===== src/rtl/pwm_soc_pkg.sv =====
// rtl/pwm_soc_pkg.sv - shared types and constants for the PWM demo SoC
package pwm_soc_pkg;

    typedef enum logic {
        BREATHE = 1'b0,
        MANUAL  = 1'b1
    } mode_e;

    typedef enum logic [1:0] {
        UART_IDLE,
        UART_START,
        UART_DATA,
        UART_STOP
    } uart_state_e;

    // Received byte that returns the SoC to the breathing pattern
    localparam logic [7:0] MODE_SEL_BYTE = 8'h42;

    function automatic int bit_cyc(input int clk_freq_hz, input int baud);
        return clk_freq_hz / baud;
    endfunction

endpackage


===== src/rtl/pwm_soc_if.sv =====
// rtl/pwm_soc_if.sv - byte link between the PWM core and the UART
interface pwm_soc_if;

    logic [7:0] rx_tdata;
    logic       rx_tvalid;
    logic [7:0] tx_tdata;
    logic       tx_tvalid;

    modport master (
        input  rx_tdata,
        input  rx_tvalid,
        output tx_tdata,
        output tx_tvalid
    );

    modport slave (
        output rx_tdata,
        output rx_tvalid,
        input  tx_tdata,
        input  tx_tvalid
    );

endinterface


===== src/rtl/pwm_soc_uart.sv =====
// rtl/pwm_soc_uart.sv - 8N1 UART: synchronized receiver, transmitter with one-byte holding buffer
module uart_8n1
    import pwm_soc_pkg::*;
#(
    parameter int BIT_CYC = 104
) (
    input  logic      clk_i,
    input  logic      rst_i,
    input  logic      rxd_i,
    output logic      txd_o,
    pwm_soc_if.slave  bus
);

    localparam logic [15:0] BIT_LAST  = 16'(BIT_CYC - 1);
    localparam logic [15:0] HALF_LAST = 16'(BIT_CYC / 2 - 1);

    logic        rxd_meta_q, rxd_sync_q, rxd_prev_q;
    uart_state_e rx_state_q, rx_state_d;
    logic [15:0] rx_cnt_q, rx_cnt_d;
    logic [2:0]  rx_idx_q, rx_idx_d;
    logic [7:0]  rx_shift_q, rx_shift_d;
    logic        rx_valid_q, rx_valid_d;

    uart_state_e tx_state_q, tx_state_d;
    logic [15:0] tx_cnt_q, tx_cnt_d;
    logic [2:0]  tx_idx_q, tx_idx_d;
    logic [7:0]  tx_shift_q, tx_shift_d;
    logic [7:0]  buf_q, buf_d;
    logic        buf_full_q, buf_full_d;
    logic        txd_q, txd_d;
    logic        take_direct;

    always_ff @(posedge clk_i) begin
        if (rst_i) begin
            rxd_meta_q <= 1'b1;
            rxd_sync_q <= 1'b1;
            rxd_prev_q <= 1'b1;
            rx_state_q <= UART_IDLE;
            rx_cnt_q   <= '0;
            rx_idx_q   <= '0;
            rx_shift_q <= '0;
            rx_valid_q <= 1'b0;
        end else begin
            rxd_meta_q <= rxd_i;
            rxd_sync_q <= rxd_meta_q;
            rxd_prev_q <= rxd_sync_q;
            rx_state_q <= rx_state_d;
            rx_cnt_q   <= rx_cnt_d;
            rx_idx_q   <= rx_idx_d;
            rx_shift_q <= rx_shift_d;
            rx_valid_q <= rx_valid_d;
        end
    end

    always_comb begin
        rx_state_d = rx_state_q;
        rx_cnt_d   = rx_cnt_q + 16'd1;
        rx_idx_d   = rx_idx_q;
        rx_shift_d = rx_shift_q;
        rx_valid_d = 1'b0;
        case (rx_state_q)
            UART_IDLE: begin
                rx_cnt_d = '0;
                if (rxd_prev_q && !rxd_sync_q) rx_state_d = UART_START;
            end
            UART_START: if (rx_cnt_q == HALF_LAST) begin
                // Re-check mid start bit so a glitch does not start a frame
                rx_cnt_d   = '0;
                rx_idx_d   = '0;
                rx_state_d = rxd_sync_q ? UART_IDLE : UART_DATA;
            end
            UART_DATA: if (rx_cnt_q == BIT_LAST) begin
                rx_cnt_d   = '0;
                rx_shift_d = {rxd_sync_q, rx_shift_q[7:1]};
                rx_idx_d   = rx_idx_q + 3'd1;
                if (rx_idx_q == 3'd7) rx_state_d = UART_STOP;
            end
            UART_STOP: if (rx_cnt_q == BIT_LAST) begin
                rx_cnt_d   = '0;
                rx_state_d = UART_IDLE;
                rx_valid_d = rxd_sync_q;
            end
            default: rx_state_d = UART_IDLE;
        endcase
    end

    assign bus.rx_tdata  = rx_shift_q;
    assign bus.rx_tvalid = rx_valid_q;

    always_ff @(posedge clk_i) begin
        if (rst_i) begin
            tx_state_q <= UART_IDLE;
            tx_cnt_q   <= '0;
            tx_idx_q   <= '0;
            tx_shift_q <= '0;
            buf_q      <= '0;
            buf_full_q <= 1'b0;
            txd_q      <= 1'b1;
        end else begin
            tx_state_q <= tx_state_d;
            tx_cnt_q   <= tx_cnt_d;
            tx_idx_q   <= tx_idx_d;
            tx_shift_q <= tx_shift_d;
            buf_q      <= buf_d;
            buf_full_q <= buf_full_d;
            txd_q      <= txd_d;
        end
    end

    always_comb begin
        tx_state_d  = tx_state_q;
        tx_cnt_d    = tx_cnt_q + 16'd1;
        tx_idx_d    = tx_idx_q;
        tx_shift_d  = tx_shift_q;
        buf_d       = buf_q;
        buf_full_d  = buf_full_q;
        take_direct = 1'b0;
        case (tx_state_q)
            UART_IDLE: begin
                tx_cnt_d = '0;
                if (buf_full_q) begin
                    tx_shift_d = buf_q;
                    buf_full_d = 1'b0;
                    tx_state_d = UART_START;
                end else if (bus.tx_tvalid) begin
                    tx_shift_d  = bus.tx_tdata;
                    take_direct = 1'b1;
                    tx_state_d  = UART_START;
                end
            end
            UART_START: if (tx_cnt_q == BIT_LAST) begin
                tx_cnt_d   = '0;
                tx_idx_d   = '0;
                tx_state_d = UART_DATA;
            end
            UART_DATA: if (tx_cnt_q == BIT_LAST) begin
                tx_cnt_d   = '0;
                tx_shift_d = {1'b0, tx_shift_q[7:1]};
                tx_idx_d   = tx_idx_q + 3'd1;
                if (tx_idx_q == 3'd7) tx_state_d = UART_STOP;
            end
            UART_STOP: if (tx_cnt_q == BIT_LAST) begin
                tx_cnt_d   = '0;
                tx_state_d = UART_IDLE;
            end
            default: tx_state_d = UART_IDLE;
        endcase
        // A byte arriving while the buffer is still occupied is dropped
        if (bus.tx_tvalid && !take_direct && !buf_full_d) begin
            buf_d      = bus.tx_tdata;
            buf_full_d = 1'b1;
        end
        case (tx_state_d)
            UART_START: txd_d = 1'b0;
            UART_DATA:  txd_d = tx_shift_d[0];
            default:    txd_d = 1'b1;
        endcase
    end

    assign txd_o = txd_q;

endmodule


===== src/rtl/pwm_soc.sv =====
// rtl/pwm_soc.sv - demo SoC top: breathing/manual PWM, LED bar and UART echo
module pwm_soc
    import pwm_soc_pkg::*;
#(
    parameter int CLK_FREQ_HZ = 12_000_000,
    parameter int BAUD        = 115_200,
    parameter int STEP_CYCLES = 46_875
) (
    input  logic       CLK,
    input  logic       RESET,
    input  logic       RXD,
    output logic       TXD,
    output logic       PWM,
    output logic [3:0] LEDS
);

    localparam int BIT_CYC = bit_cyc(CLK_FREQ_HZ, BAUD);
    localparam int SW      = (STEP_CYCLES > 1) ? $clog2(STEP_CYCLES) : 1;
    localparam logic [SW-1:0] STEP_LAST = SW'(STEP_CYCLES - 1);

    pwm_soc_if byte_if ();

    logic [7:0]    cnt_q, cnt_d;
    logic [7:0]    active_q, active_d;
    logic [7:0]    duty_q, duty_d;
    logic          pwm_q, pwm_d;
    logic [3:0]    leds_q, leds_d;
    logic          dir_up_q, dir_up_d;
    mode_e         mode_q, mode_d;
    logic [SW-1:0] step_q, step_d;
    logic          echo_valid_q, echo_valid_d;
    logic [7:0]    echo_data_q, echo_data_d;
    logic          step_expire;

    uart_8n1 #(.BIT_CYC(BIT_CYC)) u_uart (
        .clk_i (CLK),
        .rst_i (RESET),
        .rxd_i (RXD),
        .txd_o (TXD),
        .bus   (byte_if)
    );

    assign byte_if.tx_tdata  = echo_data_q;
    assign byte_if.tx_tvalid = echo_valid_q;

    always_ff @(posedge CLK) begin
        if (RESET) begin
            cnt_q        <= '0;
            active_q     <= '0;
            duty_q       <= '0;
            pwm_q        <= 1'b0;
            leds_q       <= '0;
            dir_up_q     <= 1'b1;
            mode_q       <= BREATHE;
            step_q       <= '0;
            echo_valid_q <= 1'b0;
            echo_data_q  <= '0;
        end else begin
            cnt_q        <= cnt_d;
            active_q     <= active_d;
            duty_q       <= duty_d;
            pwm_q        <= pwm_d;
            leds_q       <= leds_d;
            dir_up_q     <= dir_up_d;
            mode_q       <= mode_d;
            step_q       <= step_d;
            echo_valid_q <= echo_valid_d;
            echo_data_q  <= echo_data_d;
        end
    end

    always_comb begin
        cnt_d        = cnt_q + 8'd1;
        // Latch the duty only at the wrap so each period is whole
        active_d     = (cnt_q == 8'hFF) ? duty_q : active_q;
        pwm_d        = (cnt_q < active_q);
        leds_d       = duty_q[7:4];
        duty_d       = duty_q;
        dir_up_d     = dir_up_q;
        mode_d       = mode_q;
        step_d       = step_q;
        step_expire  = 1'b0;
        echo_valid_d = byte_if.rx_tvalid;
        echo_data_d  = byte_if.rx_tdata;

        if (mode_q == BREATHE) begin
            if (step_q == STEP_LAST) begin
                step_d      = '0;
                step_expire = 1'b1;
            end else begin
                step_d = step_q + 1'b1;
            end
        end

        if (step_expire) begin
            if (dir_up_q) begin
                if (duty_q == 8'hFF) begin
                    duty_d   = 8'hFE;
                    dir_up_d = 1'b0;
                end else begin
                    duty_d = duty_q + 8'd1;
                    if (duty_q == 8'hFE) dir_up_d = 1'b0;
                end
            end else begin
                if (duty_q == 8'h00) begin
                    duty_d   = 8'h01;
                    dir_up_d = 1'b1;
                end else begin
                    duty_d = duty_q - 8'd1;
                    if (duty_q == 8'h01) dir_up_d = 1'b1;
                end
            end
        end

        // A received byte overrides any breathing step landing in the same cycle
        if (byte_if.rx_tvalid) begin
            if (byte_if.rx_tdata == MODE_SEL_BYTE) begin
                mode_d = BREATHE;
            end else begin
                mode_d = MANUAL;
                duty_d = byte_if.rx_tdata;
            end
        end
    end

    assign PWM  = pwm_q;
    assign LEDS = leds_q;

endmodule


===== config.mk =====
export PLATFORM = sky130hd
export DESIGN_NAME = pwm_soc
export DESIGN_NICKNAME = d
export VERILOG_FILES = /design/src/rtl/pwm_soc_pkg.sv /design/src/rtl/pwm_soc_if.sv /design/src/rtl/pwm_soc_uart.sv /design/src/rtl/pwm_soc.sv
export SDC_FILE = /design/constraint.sdc
export NUM_CORES = 1
export LEC_CHECK = 0
export ABC_AREA = 1
export CAP_MARGIN = 10
export CORE_MARGIN = 4
export CORE_UTILIZATION = 60
export CTS_CLUSTER_DIAMETER = 150
export DETAILED_ROUTE_END_ITERATION = 10
export PLACE_DENSITY = 0.88
export SLEW_MARGIN = 20
export SYNTH_ARGS = -nofsm -noshare
export SYNTH_HDL_FRONTEND = slang
export SYNTH_SLANG_ARGS = --single-unit

===== constraint.sdc =====
create_clock -name CLK -period 1.95 [get_ports CLK]
set_input_delay 0.4875 -clock CLK [delete_from_list [all_inputs] [get_ports CLK]]
set_output_delay 0.4875 -clock CLK [all_outputs]
set_load 0.05 [all_outputs]

==> Word-level counts from Yosys, hierarchy flattened <==
Cells that the tools add are included.
{ "classes": {"addsub": 8, "order_cmp": 1, "n_eq_ne": 27, "mux": 50, "bitwise_logic": 2, "reduce_logical": 20} }
{ "op_table": {"columns": ["cell", "n"], "rows": [
  ["2-to-1 mux 8 bit", 9],
  ["2-to-1 mux 16 bit", 4],
  ["adder 16 x 1 -> 16 bit, second input constant", 3],
  ["case mux 16 bit (3 select lines)", 1],
  ["== test 16 x 7 -> 1 bit, second input constant", 2],
  ["case mux 16 bit (2 select lines)", 1],
  ["== test 8 bit, second input constant", 3],
  ["2-to-1 mux 2 bit", 12],
  ["adder 8 x 1 -> 8 bit, second input constant", 2],
  ["== test 16 bit, second input constant", 1],
  ["== test 16 x 6 -> 1 bit, second input constant", 1],
  ["case mux 2 bit (4 select lines)", 2],
  ["case mux 8 bit (2 select lines)", 1],
  ["inequality test 2 x 1 -> 1 bit, second input constant", 7],
  ["2-to-1 mux 1 bit", 13],
  ["2-to-1 mux 3 bit", 4],
  ["case mux 3 bit (2 select lines)", 2],
  ["== test 2 bit, second input constant", 5],
  ["AND reduction 3 bit", 3],
  ["== test 8 x 1 -> 1 bit, second input constant", 1],
  ["== test 8 x 7 -> 1 bit, second input constant", 1],
  ["logical NOT 8 bit", 1],
  ["< comparator 8 bit", 1],
  ["subtractor 8 x 1 -> 8 bit, second input constant", 1],
  ["14 further kinds", 27]
]} }
{ "word_totals": {"reg_bits": 128, "in_bits": 3, "output_inout_bits": 6, "wordCells": 134} }

==> Depth between registers and ports, before layout <==
{ "logic_depth": {"depth_word": 7, "ltp_mapped": 12, "depth_no_buf": 11} }

==> Cells and area by module <==
A second synthesis with hierarchy kept.
{ "hier_totals": {"hier_cells": 845, "hier_area_um2": 6144.6} }
{ "by_module_without_submodules": {"columns": ["mod", "instances", "cells_each", "area_per_inst_um2", "seq_area_each_um2"], "rows": [
  ["uart_8n1", 1, 442, 3299.4, 1441.4],
  ["pwm_soc", 1, 403, 2845.2, 1121.1]
]} }

==> Worst setup path before layout <==
Ideal clock, no wire load.
{ "synth_timing": {"kind": "reg-to-reg", "from": "reg step_q[0]", "to": "reg duty_q[5]", "setup_time_ns": 0.112, "arrival_ns": 1.356, "required_time_ns": 1.838, "slack_ns": 0.482, "stages_incl_launch_ff": 12, "n_path_buf": 0, "synth_period_minus_slack_ns": 1.468, "cell_sequence": "dfxtp_1 inv_1 ha_1 nand2_1 nor3_1 nand2_1 nor2_8 nand2_2 o21ai_1 nand2_1 nand2_1 nand2_1"} }
{ "synth_via": {"elab_chain_cells": 6} }
{ "synth_rtl": {"columns": ["item", "line_no", "rtl"], "rows": [
  ["start: declaration", "pwm_soc.sv:30", "logic [SW-1:0] step_q, step_d;"],
  ["start signal: assignment", "pwm_soc.sv:66", "step_q <= step_d;"],
  ["== test 16 bit *", "pwm_soc.sv:87", "if (step_q == STEP_LAST) begin"],
  ["2-to-1 mux 1 bit *", "pwm_soc.sv:87", null],
  ["2-to-1 mux 1 bit *", "pwm_soc.sv:86", "if (mode_q == BREATHE) begin"],
  ["2-to-1 mux 8 bit *", "pwm_soc.sv:95", "if (step_expire) begin"],
  ["2-to-1 mux 8 bit", "pwm_soc.sv:117", "if (byte_if.rx_tdata == MODE_SEL_BYTE) begin"],
  ["2-to-1 mux 8 bit *", "pwm_soc.sv:116", "if (byte_if.rx_tvalid) begin"],
  ["end signal: assignment", "pwm_soc.sv:61", "duty_q <= duty_d;"],
  ["end: declaration", "pwm_soc.sv:25", "logic [7:0] duty_q, duty_d;"]
]} }
Mark *: on every way between the ends. The rest lies on a longest branch, timed or not.
A chain may end at the register's enable or synchronous reset.

==> Worst setup path in the final report <==
{ "layout_timing": {"from": "reg leds_q[3] (netlist: LEDS[3])", "to": "out LEDS[3]"} }
{ "layout_lines": {"columns": ["item", "line_no", "rtl"], "rows": [
  ["start: declaration", "pwm_soc.sv:27", "logic [3:0] leds_q, leds_d;"],
  ["start signal: assignment", "pwm_soc.sv:63", "leds_q <= leds_d;"],
  ["end: declaration", "pwm_soc.sv:14", "output logic [3:0] LEDS"]
]} }
No word-level cell between the ends.

==> flow_summary_export.csv <==
group,metric,value,unit
timing,tightestPinTransition,0.489,ns
pwr,p_leak,2.84,nW
global_routing,grt_overflow_total,0,
global_routing,grt_pass1_vias,5191,
critical_path,crit_fanout,1,
timing,fin_crit,1.85,ns
timing,slew_headroom,0.675,
placed_design,gp_congestion,0.912,
cells_and_area,final_cell_mix,"138 x nand2_1, 128 x dfxtp_1, 111 x inv_1",
routing,drt-initial-drc-count,524,
critical_path,cp.required,1.46,ns
global_routing,grtUsageMet3,0.0652,
critical_path,startpoint_type,"flop",
global_routing,use_met1,0.309,
clock_tree,holdBufCountCts,0,
timing,skew,0.00600,ns
floorplanning,die_y,110,um
logic_synthesis,synth_top_cell_by_area,"dfxtp_1",
critical_path,r2r_start,"u_uart.rx_cnt_q[6]",
timing,max_clock_freq,540,MHz
logic_synthesis,ys_types,36,
logic_synthesis,ys_top_cells_by_area,"dfxtp_1 41%, nand2_1 8.3%, nor2_1 6.7%, inv_1 6.7%, a21oi_1 6.7%",
routing,routed_wl,13.8,mm
min_path,whs_endpoint,"u_uart.rxd_sync_q",
routing,vias_per_cell,5.56,
status,status,"finished clean",
clock_tree,cts-root-buf,"clkbuf_8",
timing,setup_ws,0.0971,ns
routing,wl_per_cell,13.4,um
floorplanning,start_util,0.627,
critical_path,slowest_delay,0.52,ns
placed_design,place_hpwl,8.89,mm
critical_path,path_buf_inv,1,
critical_path,r2r_end,"u_uart.rx_cnt_q[4]",
logic_synthesis,ys_ff_latch,128,
timing,setup_tns,0,ns
floorplanning,core,9950,sq um
global_routing,grt_usage,0.244,
global_routing,grt_max_degree,39,
clock_tree,clock_sinks,128,
cells_and_area,n_fill_cell,721,
routing,drt-pass1-iter-count,7,
routing,drc_errors,0,
clock_tree,cts_made_buffers,17,
critical_path,reg2reg_slack,0.20,ns
global_routing,grt_pass1_wl,23.3,mm
pwr,ir_worst_vdd,0.670,mV
clock_tree,clk_pin_slew,0.06,ns
timing,holdWs,0.416,ns
cells_and_area,final_cell_area,7110,sq um
critical_path,arrival,1.37,ns
floorplanning,std_cell_rows,36,
cells_and_area,areaGrowthSynthToFinish,14.0,%
floorplanning,die_w,110,um
timing,hold_violations,0,
critical_path,cp-end-kind,"output port",
clock_tree,cts_tree,"yes",
floorplanning,die_area,12100,sq um
routing,ant_nets,0,
min_path,hold_path_class,"reg2reg",
cells_and_area,drive_gt1_frac,0.0940,
placed_design,port_buffers,8,
timing,period_share,0.950,
critical_path,path_cells,"dlygate4sd2_1",
floorplanning,io_pins,9,
logic_synthesis,syn_area_per_cell,7.24,sq um
min_path,hold_path_depth,1,
placed_design,dpl_cell_area,6480,sq um
clock_tree,clk-insertion-delay-late,0.54,ns
clock_tree,htree_levels,4,
critical_path,critPathTopFamily,"buffers and inverters",
clock_tree,clock_path_buffers,2,
global_routing,met2_usage,0.396,
cells_and_area,mostFrequentLayoutCell,"nand2_1",
routing,dr_total_vias,5714,
logic_synthesis,synth_top_area_frac,0.411,
timing,rsz0062_at_grt,"no",
logic_synthesis,syn-num-nets,890,
timing,setup_viol,0,
global_routing,grt.busiest_layer,"met2",
critical_path,r2r_cells,11,
global_routing,antenna_found_initial,0,
min_path,hp-start,"u_uart.rxd_meta_q",
critical_path,slowest_stage,"dlygate4sd2_1",
logic_synthesis,yosys_warnings,0,
logic_synthesis,synthCells,862,
cells_and_area,antennaDiodeCount,0,
pwr,p_per_area,899,nW/um^2
critical_path,crit_type,"reg2out",
pwr,fin_total_pwr,0.00639,W
logic_synthesis,yosysSeqAreaShare,0.411,
run,maxCapViolCount,0,
logic_synthesis,synth_area,6240,sq um
cells_and_area,fin_nets,909,
placed_design,preCtsSetupSlack,-0.0136,ns
timing,maxSlewViolCount,0,
[metrics by stage]
stage               instances   util
floorplan                 862      -
global placement          995  0.651
detailed placement        995  0.651
CTS                      1027  0.713
global route             1027  0.714
finish                   1027  0.714
[worst reg2reg max path, delay by kind of cell, from the launching register on]
family / cells / cell delay (ns)
simple gates: 9 / 1.08
flops: 1 / 0.41
buf+inv: 2 / 0.16
[state kept, by name, indices dropped and copies added, names as in the netlist, 2 cells and up, named ones only]
signal	count
active_q	8
u_uart.rx_idx_q	3
u_uart.tx_idx_q	3
duty_q	8
u_uart.tx_cnt_q	16
LEDS	4
u_uart.tx_shift_q	8
cnt_q	8
u_uart.rx_cnt_q	16
byte_if.tx_tdata	8
u_uart.tx_state_q	2
u_uart.buf_q	8
step_q	16
u_uart.bus.rx_tdata	8
[power breakdown]
group	switching, W	leakage [nW]	internal (W)
clock	0.00116	0.297	0.00217
sequential	0.0000406	1.03	0.00266
combinational	0.000247	1.51	0.000123
[Yosys cell counts]
library cell  number
nand4_1           20
nand2_1          138
nor4_2             1
xnor2_1            6
o211ai_1           3
nor2_2            14
nand3_1           47
a21o_1             1
ha_1              25
nor2_4             3
o22ai_1            1
nor2_8             1
inv_2              4
clkbuf_1           9
nor3_1            33
or2_2              2
a2bb2oi_1          1
nand2_2            7
nor3_2             4
nand3_2            4
dfxtp_1          128
nand3b_1           4
nor2_1           112
a211oi_1           2
nor3b_1            3
a31oi_1            1
nor4_1             1
o21ai_1            3
xor2_1            17
buf_2              4
inv_1            111
a21oi_1           83
o21ai_0           62
o21a_1             3
buf_6              1
buf_4              3
[routing by layer]
metal  vias up  wire (um)
li1       2851          -
met1      2594       6170
met2       229       6520
met3        40        813
met4         0        315
met5         -          0
[worst max-delay path by stage]
stage / startpoint / to / slack, ns / cells past startpoint
finish: LEDS[3] / LEDS[3] / 0.1 / 1
detailed placement: RESET / u_uart.rx_cnt_q[6] / -0.01 / 5
floorplan: step_q[0] / duty_q[5] / 0.48 / 11
global route: u_uart.rx_cnt_q[6] / u_uart.rx_cnt_q[13] / 0.01 / 11
global placement: RESET / u_uart.rx_cnt_q[8] / 0.009 / 5
CTS: LEDS[3] / LEDS[3] / 0.09 / 1
[layout make-up]
cell class / instances / area [sq um] / share of cell area
sequential: 128 / 2560 / 0.360
multi-input combinational: 602 / 3170 / 0.445
timing repair buffer: 17 / 163 / 0.0229
inverter: 115 / 432 / 0.0607
tap: 133 / 166 / 0.0234
clock buffer: 22 / 463 / 0.0651
clock inverter: 10 / 158 / 0.0222
[cells by family after synthesis]
logic type	Yosys count	synth area share
AOI/OAI and AO/OA	160	0.133
xor gates and xnor gates	23	0.0323
adders and majority gates	25	0.0501
buffers and inverters	132	0.0832
DFF	128	0.411
and+or+nand+nor	394	0.291
[timing repair]
action                     CTS  global route
setup endpoints to repair    4             3
resized for setup            4             3
buffers inserted             0             0
No activity file was read; power rests on OpenSTA's default activity.
